`config.mk`:
```
export PLATFORM = sky130hd
export DESIGN_NAME = urna_multicand
export DESIGN_NICKNAME = d
export VERILOG_FILES = /design/src/rtl/urna_multicand_pkg.sv /design/src/rtl/urna_digit_capture.sv /design/src/rtl/urna_multicand.sv
export SDC_FILE = /design/constraint.sdc
export NUM_CORES = 1
export LEC_CHECK = 0
export ABC_AREA = 1
export CORE_ASPECT_RATIO = 1.2
export CORE_UTILIZATION = 50
export DETAILED_ROUTE_END_ITERATION = 8
export GPL_ROUTABILITY_DRIVEN = 0
export GPL_TIMING_DRIVEN = 0
export PLACE_DENSITY_LB_ADDON = 0.05
export SLEW_MARGIN = 10
export SYNTH_ARGS = -nofsm -noshare
export SYNTH_HDL_FRONTEND = slang
export SYNTH_HIERARCHICAL = 1
export SYNTH_SLANG_ARGS = --single-unit
```
`constraint.sdc`:
```
create_clock -name Clock -period 4.6 [get_ports Clock]
set_input_delay 1.15 -clock Clock [delete_from_list [all_inputs] [get_ports Clock]]
set_output_delay 1.15 -clock Clock [all_outputs]
set_load 0.01 [all_outputs]
```
`src/rtl/urna_multicand_pkg.sv`:
```
// Shared types and constants for the multi-candidate ballot box.
package urna_multicand_pkg;

    typedef enum logic [1:0] {
        StIdle   = 2'd0,
        StEntry  = 2'd1,
        StDone   = 2'd2,
        StClosed = 2'd3
    } state_e;

    localparam int unsigned BcdMax = 9;

    // Bit width of an n-digit packed BCD code.
    function automatic int unsigned code_w(input int unsigned n);
        return n * 4;
    endfunction

endpackage

```
`src/rtl/urna_digit_capture.sv`:
```
// Valid falling-edge detector feeding a BCD shift buffer with digit count and sticky bad flag.
module urna_digit_capture
    import urna_multicand_pkg::*;
#(
    parameter int unsigned N_DIGITS = 4,
    parameter int unsigned CNT_DW   = 2
) (
    input  logic                    Clock,
    input  logic                    Reset,
    input  logic [3:0]              digit_i,
    input  logic                    valid_i,
    input  logic                    clear_i,
    input  logic                    shift_i,
    output logic                    accept_o,
    output logic [N_DIGITS*4-1:0]   code_o,
    output logic [CNT_DW-1:0]       count_o,
    output logic                    bad_o
);

    localparam int unsigned CodeW = code_w(N_DIGITS);

    logic                valid_q;
    logic [CodeW-1:0]    code_q, code_d, shift_code;
    logic [CNT_DW-1:0]   count_q, count_d;
    logic                bad_q, bad_d;

    assign accept_o = valid_q & ~valid_i;

    // Newest digit enters the LS nibble so the first digit ends up in the MS nibble.
    if (N_DIGITS == 1) begin : g_one
        assign shift_code = digit_i;
    end else begin : g_multi
        assign shift_code = {code_q[CodeW-5:0], digit_i};
    end

    always_comb begin
        code_d  = code_q;
        count_d = count_q;
        bad_d   = bad_q;
        if (clear_i) begin
            code_d  = '0;
            count_d = '0;
            bad_d   = 1'b0;
        end else if (shift_i) begin
            code_d  = shift_code;
            count_d = count_q + CNT_DW'(1);
            if (digit_i > 4'(BcdMax)) begin
                bad_d = 1'b1;
            end
        end
    end

    always_ff @(posedge Clock or posedge Reset) begin
        if (Reset) begin
            valid_q <= 1'b0;
            code_q  <= '0;
            count_q <= '0;
            bad_q   <= 1'b0;
        end else begin
            valid_q <= valid_i;
            code_q  <= code_d;
            count_q <= count_d;
            bad_q   <= bad_d;
        end
    end

    assign code_o  = code_q;
    assign count_o = count_q;
    assign bad_o   = bad_q;

endmodule

```
`src/rtl/urna_multicand.sv`:
```
// Parametrised ballot box: session FSM, candidate code match and saturating tallies.
module urna_multicand
    import urna_multicand_pkg::*;
#(
    parameter int unsigned N_CAND   = 4,
    parameter int unsigned N_DIGITS = 4,
    parameter int unsigned CNT_W    = 8,
    parameter logic [N_CAND*N_DIGITS*4-1:0] CAND_CODES = 64'h3494_3485_3472_3504
) (
    input  logic                      Clock,
    input  logic                      Reset,
    input  logic [3:0]                Digit,
    input  logic                      Valid,
    input  logic                      Next,
    input  logic                      Correct,
    input  logic                      Blank,
    input  logic                      Finish,
    output logic [N_CAND*CNT_W-1:0]   Votes,
    output logic [CNT_W-1:0]          Nulo,
    output logic [CNT_W-1:0]          Branco,
    output logic [CNT_W+3:0]          Total,
    output logic                      StatusValido,
    output logic                      StatusNulo,
    output logic                      Closed
);

    localparam int unsigned CodeW = code_w(N_DIGITS);
    localparam int unsigned CntDw = (N_DIGITS > 1) ? $clog2(N_DIGITS) : 1;

    state_e            state_q, state_d;
    logic              clear, shift, accept, bad, blank_vote;
    logic              commit_q, commit_d;
    logic [CodeW-1:0]  code;
    logic [CntDw-1:0]  count;
    logic              first_digit, last_digit;

    urna_digit_capture #(
        .N_DIGITS (N_DIGITS),
        .CNT_DW   (CntDw)
    ) u_capture (
        .Clock    (Clock),
        .Reset    (Reset),
        .digit_i  (Digit),
        .valid_i  (Valid),
        .clear_i  (clear),
        .shift_i  (shift),
        .accept_o (accept),
        .code_o   (code),
        .count_o  (count),
        .bad_o    (bad)
    );

    assign first_digit = (count == '0);
    assign last_digit  = (count == CntDw'(N_DIGITS - 1));

    always_comb begin
        state_d    = state_q;
        clear      = 1'b0;
        shift      = 1'b0;
        blank_vote = 1'b0;
        commit_d   = 1'b0;
        unique case (state_q)
            StIdle: begin
                if (Finish) begin
                    state_d = StClosed;
                end else if (Next) begin
                    state_d = StEntry;
                    clear   = 1'b1;
                end
            end
            StEntry: begin
                if (Finish) begin
                    state_d = StClosed;
                end else if (Next || Correct) begin
                    clear = 1'b1;
                end else if (Blank && first_digit) begin
                    blank_vote = 1'b1;
                    state_d    = StDone;
                end else if (accept) begin
                    shift = 1'b1;
                    if (last_digit) begin
                        commit_d = 1'b1;
                        state_d  = StDone;
                    end
                end
            end
            StDone: begin
                if (Finish) begin
                    state_d = StClosed;
                end else if (Next) begin
                    state_d = StEntry;
                    clear   = 1'b1;
                end
            end
            StClosed: begin
                state_d = StClosed;
            end
            default: state_d = StIdle;
        endcase
    end

    // One comparator per candidate; candidate 0 sits in the MS slice of CAND_CODES.
    logic [N_CAND-1:0] match;
    for (genvar i = 0; i < N_CAND; i++) begin : g_cmp
        assign match[i] = (code == CAND_CODES[(N_CAND-1-i)*CodeW +: CodeW]);
    end

    logic [N_CAND-1:0] win;
    logic              found;
    always_comb begin
        found = 1'b0;
        win   = '0;
        for (int i = 0; i < N_CAND; i++) begin
            win[i] = match[i] & ~found;
            found  = found | match[i];
        end
    end

    logic valid_vote;
    assign valid_vote = found & ~bad;

    logic [CNT_W-1:0] votes_q [N_CAND];
    logic [CNT_W-1:0] votes_d [N_CAND];
    logic [CNT_W-1:0] nulo_q, nulo_d, branco_q, branco_d;
    logic [CNT_W+3:0] total_q, total_d;
    logic             valido_q, valido_d, stnulo_q, stnulo_d;

    always_comb begin
        for (int i = 0; i < N_CAND; i++) begin
            votes_d[i] = votes_q[i];
            if (commit_q && valid_vote && win[i] && (votes_q[i] != '1)) begin
                votes_d[i] = votes_q[i] + CNT_W'(1);
            end
        end
        nulo_d   = nulo_q;
        branco_d = branco_q;
        total_d  = total_q;
        if (commit_q && !valid_vote && (nulo_q != '1)) begin
            nulo_d = nulo_q + CNT_W'(1);
        end
        if (blank_vote && (branco_q != '1)) begin
            branco_d = branco_q + CNT_W'(1);
        end
        if ((commit_q || blank_vote) && (total_q != '1)) begin
            total_d = total_q + (CNT_W+4)'(1);
        end
    end

    // Status reflects the last vote only while the session sits in DONE.
    always_comb begin
        valido_d = valido_q;
        stnulo_d = stnulo_q;
        if (state_d != StDone) begin
            valido_d = 1'b0;
            stnulo_d = 1'b0;
        end else if (commit_q) begin
            valido_d = valid_vote;
            stnulo_d = ~valid_vote;
        end else if (blank_vote) begin
            valido_d = 1'b0;
            stnulo_d = 1'b0;
        end
    end

    always_ff @(posedge Clock or posedge Reset) begin
        if (Reset) begin
            state_q  <= StIdle;
            commit_q <= 1'b0;
            for (int i = 0; i < N_CAND; i++) begin
                votes_q[i] <= '0;
            end
            nulo_q   <= '0;
            branco_q <= '0;
            total_q  <= '0;
            valido_q <= 1'b0;
            stnulo_q <= 1'b0;
        end else begin
            state_q  <= state_d;
            commit_q <= commit_d;
            for (int i = 0; i < N_CAND; i++) begin
                votes_q[i] <= votes_d[i];
            end
            nulo_q   <= nulo_d;
            branco_q <= branco_d;
            total_q  <= total_d;
            valido_q <= valido_d;
            stnulo_q <= stnulo_d;
        end
    end

    for (genvar i = 0; i < N_CAND; i++) begin : g_votes
        assign Votes[i*CNT_W +: CNT_W] = votes_q[i];
    end

    assign Nulo         = nulo_q;
    assign Branco       = branco_q;
    assign Total        = total_q;
    assign StatusValido = valido_q;
    assign StatusNulo   = stnulo_q;
    assign Closed       = (state_q == StClosed);

endmodule
```
==> metrics.txt, run 1 <==
# TYPE chip_impl_metric gauge
chip_impl_info{name="run_status",value="complete, no violations"} 1
chip_impl_metric{name="post_synth_instance_area",unit="µm²"} 4740
chip_impl_metric{name="grt_start_max_net_pins",unit=""} 40
chip_impl_metric{name="fillCellCount",unit=""} 816
chip_impl_metric{name="switching_share",unit="%"} 22.4
chip_impl_metric{name="drt_iter0_drc",unit=""} 171
chip_impl_info{name="final_common_cell",value="sky130_fd_sc_hd__nand2_1"} 1
chip_impl_metric{name="clock_latency",unit="ps"} 350
chip_impl_metric{name="yosysWarningCount",unit=""} 6
chip_impl_info{name="worstSetupStartpointType",value="flop"} 1
chip_impl_info{name="clock_tree.root_cell",value="sky130_fd_sc_hd__clkbuf_8"} 1
chip_impl_metric{name="mean_instance_size_in_the_synthesized_netlist",unit="µm²"} 8.21
chip_impl_metric{name="first_pass_grt_wire_length",unit="µm"} 16900
chip_impl_info{name="path_class",value="flop to output port"} 1
chip_impl_metric{name="critical_path_required",unit="ps"} 3450
chip_impl_metric{name="num_rows",unit=""} 38
chip_impl_info{name="leading_cell_types_by_total_area_after_synthesis",value="sky130_fd_sc_hd__dfrtp_1, sky130_fd_sc_hd__nand2_1, sky130_fd_sc_hd__xor2_1"} 1
chip_impl_info{name="synth_top_area_cell",value="sky130_fd_sc_hd__dfrtp_1"} 1
chip_impl_metric{name="postCtsSetupRepairBufs",unit=""} 0
chip_impl_metric{name="max_cap_viol_count",unit=""} 0
chip_impl_metric{name="clkSinkCount",unit=""} 85
chip_impl_metric{name="net_switching_power",unit="mW"} 0.295
chip_impl_metric{name="route.detailed.drc",unit=""} 0
chip_impl_metric{name="fin_max_slew_vios",unit=""} 0
chip_impl_metric{name="final.setup_skew",unit="ps"} 7.12
chip_impl_metric{name="register_area",unit="µm²"} 2130
chip_impl_metric{name="dp.final_hpwl",unit="µm"} 7290
chip_impl_metric{name="cp.arrival",unit="ps"} 1390
chip_impl_metric{name="setup_viol_count_final",unit=""} 0
chip_impl_metric{name="layout-area-overhead-vs-synth",unit="%"} 22.6
chip_impl_metric{name="fp.dieH",unit="µm"} 109
chip_impl_metric{name="ctsLongestPathBuffers",unit=""} 2
chip_impl_metric{name="pwr-share-clk",unit="%"} 37.1
chip_impl_metric{name="cts-htree-levels",unit=""} 3
chip_impl_info{name="hold_path.class",value="flop to flop"} 1
chip_impl_metric{name="die-width",unit="µm"} 90.8
chip_impl_metric{name="mappedNetlistNets",unit=""} 595
chip_impl_metric{name="grt_pass1_vias",unit=""} 3692
chip_impl_metric{name="fin_crit",unit="ps"} 2540
chip_impl_metric{name="finalNonFillerCells",unit=""} 784
chip_impl_metric{name="vdd_ir_drop_max",unit="µV"} 161
chip_impl_metric{name="cellPowerDensity",unit="nW/µm²"} 226
chip_impl_info{name="critical_path.endpoint_type",value="output port"} 1
chip_impl_metric{name="routed_wire_length_per_instance",unit="µm"} 12.3
chip_impl_metric{name="internal-power",unit="mW"} 1.02
chip_impl_metric{name="hold_violations",unit=""} 0
chip_impl_metric{name="tot_gr_track_use",unit="%"} 21.1
chip_impl_metric{name="antenna_found_initial",unit=""} 0
chip_impl_metric{name="clk_pin_slew_worst_paths",unit="ps"} 80
chip_impl_metric{name="slew_at_the_pin_closest_to_its_max_slew_limit",unit="ps"} 748
chip_impl_metric{name="starting_density_of_the_core",unit="%"} 51.9
chip_impl_metric{name="fin_util",unit="%"} 63.6
chip_impl_metric{name="maxClockFrequency",unit="MHz"} 394
chip_impl_metric{name="syn-instance-count",unit=""} 577
chip_impl_metric{name="portBuffers",unit=""} 73
chip_impl_metric{name="drtPass1Iterations",unit=""} 4
chip_impl_metric{name="postRouteWirelength",unit="µm"} 9670
chip_impl_metric{name="synth.top_cell.area_share",unit="%"} 44.9
chip_impl_metric{name="layout-drive-gt1-share",unit="%"} 10.5
chip_impl_metric{name="fin_tns_setup",unit="ps"} 0
chip_impl_info{name="unrepaired_setup_endpoints_after_global_routing",value="no"} 1
chip_impl_info{name="clock_tree_from_tritoncts",value="done"} 1
chip_impl_metric{name="yosys_register_bits",unit=""} 85
chip_impl_metric{name="dp_cells",unit=""} 771
chip_impl_metric{name="antenna_violating_nets_post_route",unit=""} 0
chip_impl_metric{name="synth_sequential_area_ratio",unit="%"} 44.9
chip_impl_metric{name="cts_buffers",unit=""} 9
chip_impl_metric{name="comb_power_share",unit="%"} 4.5
chip_impl_metric{name="grt-ovfl-total",unit=""} 0
chip_impl_metric{name="ios",unit=""} 74
chip_impl_info{name="most_frequent_cells_in_the_layout",value="sky130_fd_sc_hd__nand2_1, sky130_fd_sc_hd__dfrtp_1, sky130_fd_sc_hd__clkdlybuf4s50_1"} 1
chip_impl_info{name="cp_cell_sequence",value="nand2_1, inv_1, clkdlybuf4s50_1"} 1
chip_impl_metric{name="crit_path_max_fanout",unit=""} 3
chip_impl_metric{name="ctsHoldBuffers",unit=""} 0
chip_impl_metric{name="timing.final.crit_share",unit="%"} 55.2
chip_impl_metric{name="avgViaCountPerCell",unit=""} 5.09
chip_impl_metric{name="cts_resized",unit=""} 0
chip_impl_metric{name="core_area",unit="µm²"} 9130
chip_impl_metric{name="critical_path.max_stage_delay",unit="ps"} 520
chip_impl_metric{name="seqPwrFrac",unit="%"} 58.4
chip_impl_metric{name="p_leak",unit="nW"} 2.81
chip_impl_metric{name="num_antenna_cells",unit=""} 0
chip_impl_metric{name="layout.nets",unit=""} 680
chip_impl_metric{name="slew_headroom",unit="%"} 50.1
chip_impl_metric{name="die-area",unit="µm²"} 9870
chip_impl_info{name="slowest_stage",value="sky130_fd_sc_hd__clkdlybuf4s50_1"} 1
chip_impl_metric{name="multi_input_comb_area",unit="µm²"} 2300
chip_impl_metric{name="via_count",unit=""} 3992
chip_impl_metric{name="synth_cell_types",unit=""} 39
-- sequential cells by signal (all words and copies together) (netlist names) --
register           count
StatusValido           1
StatusNulo             1
commit_q               1
Votes                 32
Branco                 8
Nulo                   8
Total                 12
state_q                2
u_capture/valid_q      1
u_capture/bad_o        1
u_capture/count_o      2
u_capture/code_o      16
-- worst max-delay path: cells and delay by family (launching register included) --
family | cells | cell delay, ps
AND/OR/NAND/NOR | 1 | 70
buffers and inverters | 2 | 570
flip-flops | 1 | 390
-- cell usage after synthesis --
master / number
sky130_fd_sc_hd__nor4_1: 2
sky130_fd_sc_hd__nand2_4: 2
sky130_fd_sc_hd__xor2_2: 1
sky130_fd_sc_hd__xor2_1: 30
sky130_fd_sc_hd__clkbuf_1: 2
sky130_fd_sc_hd__a21oi_1: 5
sky130_fd_sc_hd__nor2_1: 48
sky130_fd_sc_hd__nand4_2: 1
sky130_fd_sc_hd__o21ai_2: 1
sky130_fd_sc_hd__and3_1: 1
sky130_fd_sc_hd__ha_1: 7
sky130_fd_sc_hd__buf_6: 4
sky130_fd_sc_hd__buf_2: 1
sky130_fd_sc_hd__buf_4: 2
sky130_fd_sc_hd__nor2_2: 13
sky130_fd_sc_hd__nor3b_1: 1
sky130_fd_sc_hd__nand3_2: 3
sky130_fd_sc_hd__nand2_2: 9
sky130_fd_sc_hd__nand2_1: 170
sky130_fd_sc_hd__nor3_4: 2
sky130_fd_sc_hd__nand3_1: 35
sky130_fd_sc_hd__nor3_1: 7
sky130_fd_sc_hd__xnor2_1: 13
sky130_fd_sc_hd__nand4_4: 1
sky130_fd_sc_hd__inv_1: 59
sky130_fd_sc_hd__nand2b_1: 1
sky130_fd_sc_hd__nor3b_2: 1
sky130_fd_sc_hd__clkinv_1: 1
sky130_fd_sc_hd__a21oi_4: 1
sky130_fd_sc_hd__nor3_2: 3
sky130_fd_sc_hd__o21ai_1: 4
sky130_fd_sc_hd__nor2_4: 5
sky130_fd_sc_hd__dfrtp_1: 85
sky130_fd_sc_hd__nor2_8: 1
sky130_fd_sc_hd__nand4_1: 32
sky130_fd_sc_hd__o21ai_0: 15
sky130_fd_sc_hd__mux2_2: 1
sky130_fd_sc_hd__nand3b_1: 3
sky130_fd_sc_hd__inv_2: 4
-- area by class of cell --
class	count	area share, %
clock buffers	10	2.20
inverters	64	4.18
well taps	120	2.59
clock inverters	3	0.690
multi-input cells	419	39.5
plain buffers	9	1.25
flip-flops and latches	85	36.6
repair buffers	74	12.9
-- worst paths after layout --
path                                                  start                          endpoint  slack (ps)  cells after the start
max reg2reg                            Votes[8]$_DFFE_PP0P_             Votes[13]$_DFFE_PP0P_        2740                      8
min in group asynchronous                             Reset             Branco[7]$_DFFE_PP0P_        1130                      2
min                        u_capture/code_o[13]$_DFFE_PP0P_  u_capture/code_o[13]$_DFFE_PP0P_         480                      2
max in group asynchronous                             Reset   u_capture/code_o[0]$_DFFE_PP0P_        2820                      2
max                                    state_q[1]$_DFF_PP0_                            Closed        2060                      3
min reg2reg                u_capture/code_o[13]$_DFFE_PP0P_  u_capture/code_o[13]$_DFFE_PP0P_         480                      2
-- routing by layer --
layer / wire [µm] / track usage (%)
met5: 0 / 0
met4: 102 / 6.35
met3: 354 / 3.42
met2: 4850 / 37.5
met1: 4360 / 26.6
-- power groups by stage --
stage                     sequential, mW  combinational [mW]  clock (mW)
after floorplan                    0.781              0.0350           0
after global placement             0.782              0.0573           0
after detailed placement           0.782              0.0611           0
after CTS                          0.767              0.0615       0.503
after global routing               0.769              0.0697       0.531
final                              0.768              0.0597       0.487
-- through the flow --
step | total power [mW] | setup slack (ps) | cell area [µm²] | hold slack (ps)
3_3_place_gp | 0.839 | 610 | 5620 | 459
5_1_grt | 1.37 | 1970 | 5810 | 507
3_5_place_dp | 0.843 | 1730 | 5640 | 467
2_1_floorplan | 0.816 | 1820 | 4740 | 442
6_report | 1.31 | 2060 | 5810 | 483
4_1_cts | 1.33 | 2040 | 5810 | 485
-- cell families (layout without fill, tap and decap cells) --
logic type / after synthesis / after routing / synth area share, %
xor gates and xnor gates: 44 / 44 / 8.30
muxes: 1 / 1 / 0.238
buffers and inverters: 73 / 160 / 6.60
adders and majority gates: 7 / 7 / 1.85
AOI/OAI and AO/OA: 26 / 26 / 3.06
and+or+nand+nor: 341 / 341 / 35.0
DFF: 85 / 85 / 44.9
Note: power is estimated with default switching activity, not from simulation.
==> run 2: changes to the inputs <==
==> constraint.sdc (replaced) <==
create_clock -name Clock -period 2.5 [get_ports Clock]
set_input_delay 0.625 -clock Clock [delete_from_list [all_inputs] [get_ports Clock]]
set_output_delay 0.625 -clock Clock [all_outputs]
set_load 0.01 [all_outputs]
==> results of run 2 <==
Same layout as run 1 (identical final DEF). Status: complete, no violations.
Among the figures that moved: setup slack after placement 1730 ps -> 160 ps; setup slack after layout 2060 ps -> 485 ps; register-to-register setup slack 2740 ps -> 640 ps; total power 1.31 mW -> 2.42 mW; worst IR drop on VDD 161 µV -> 296 µV
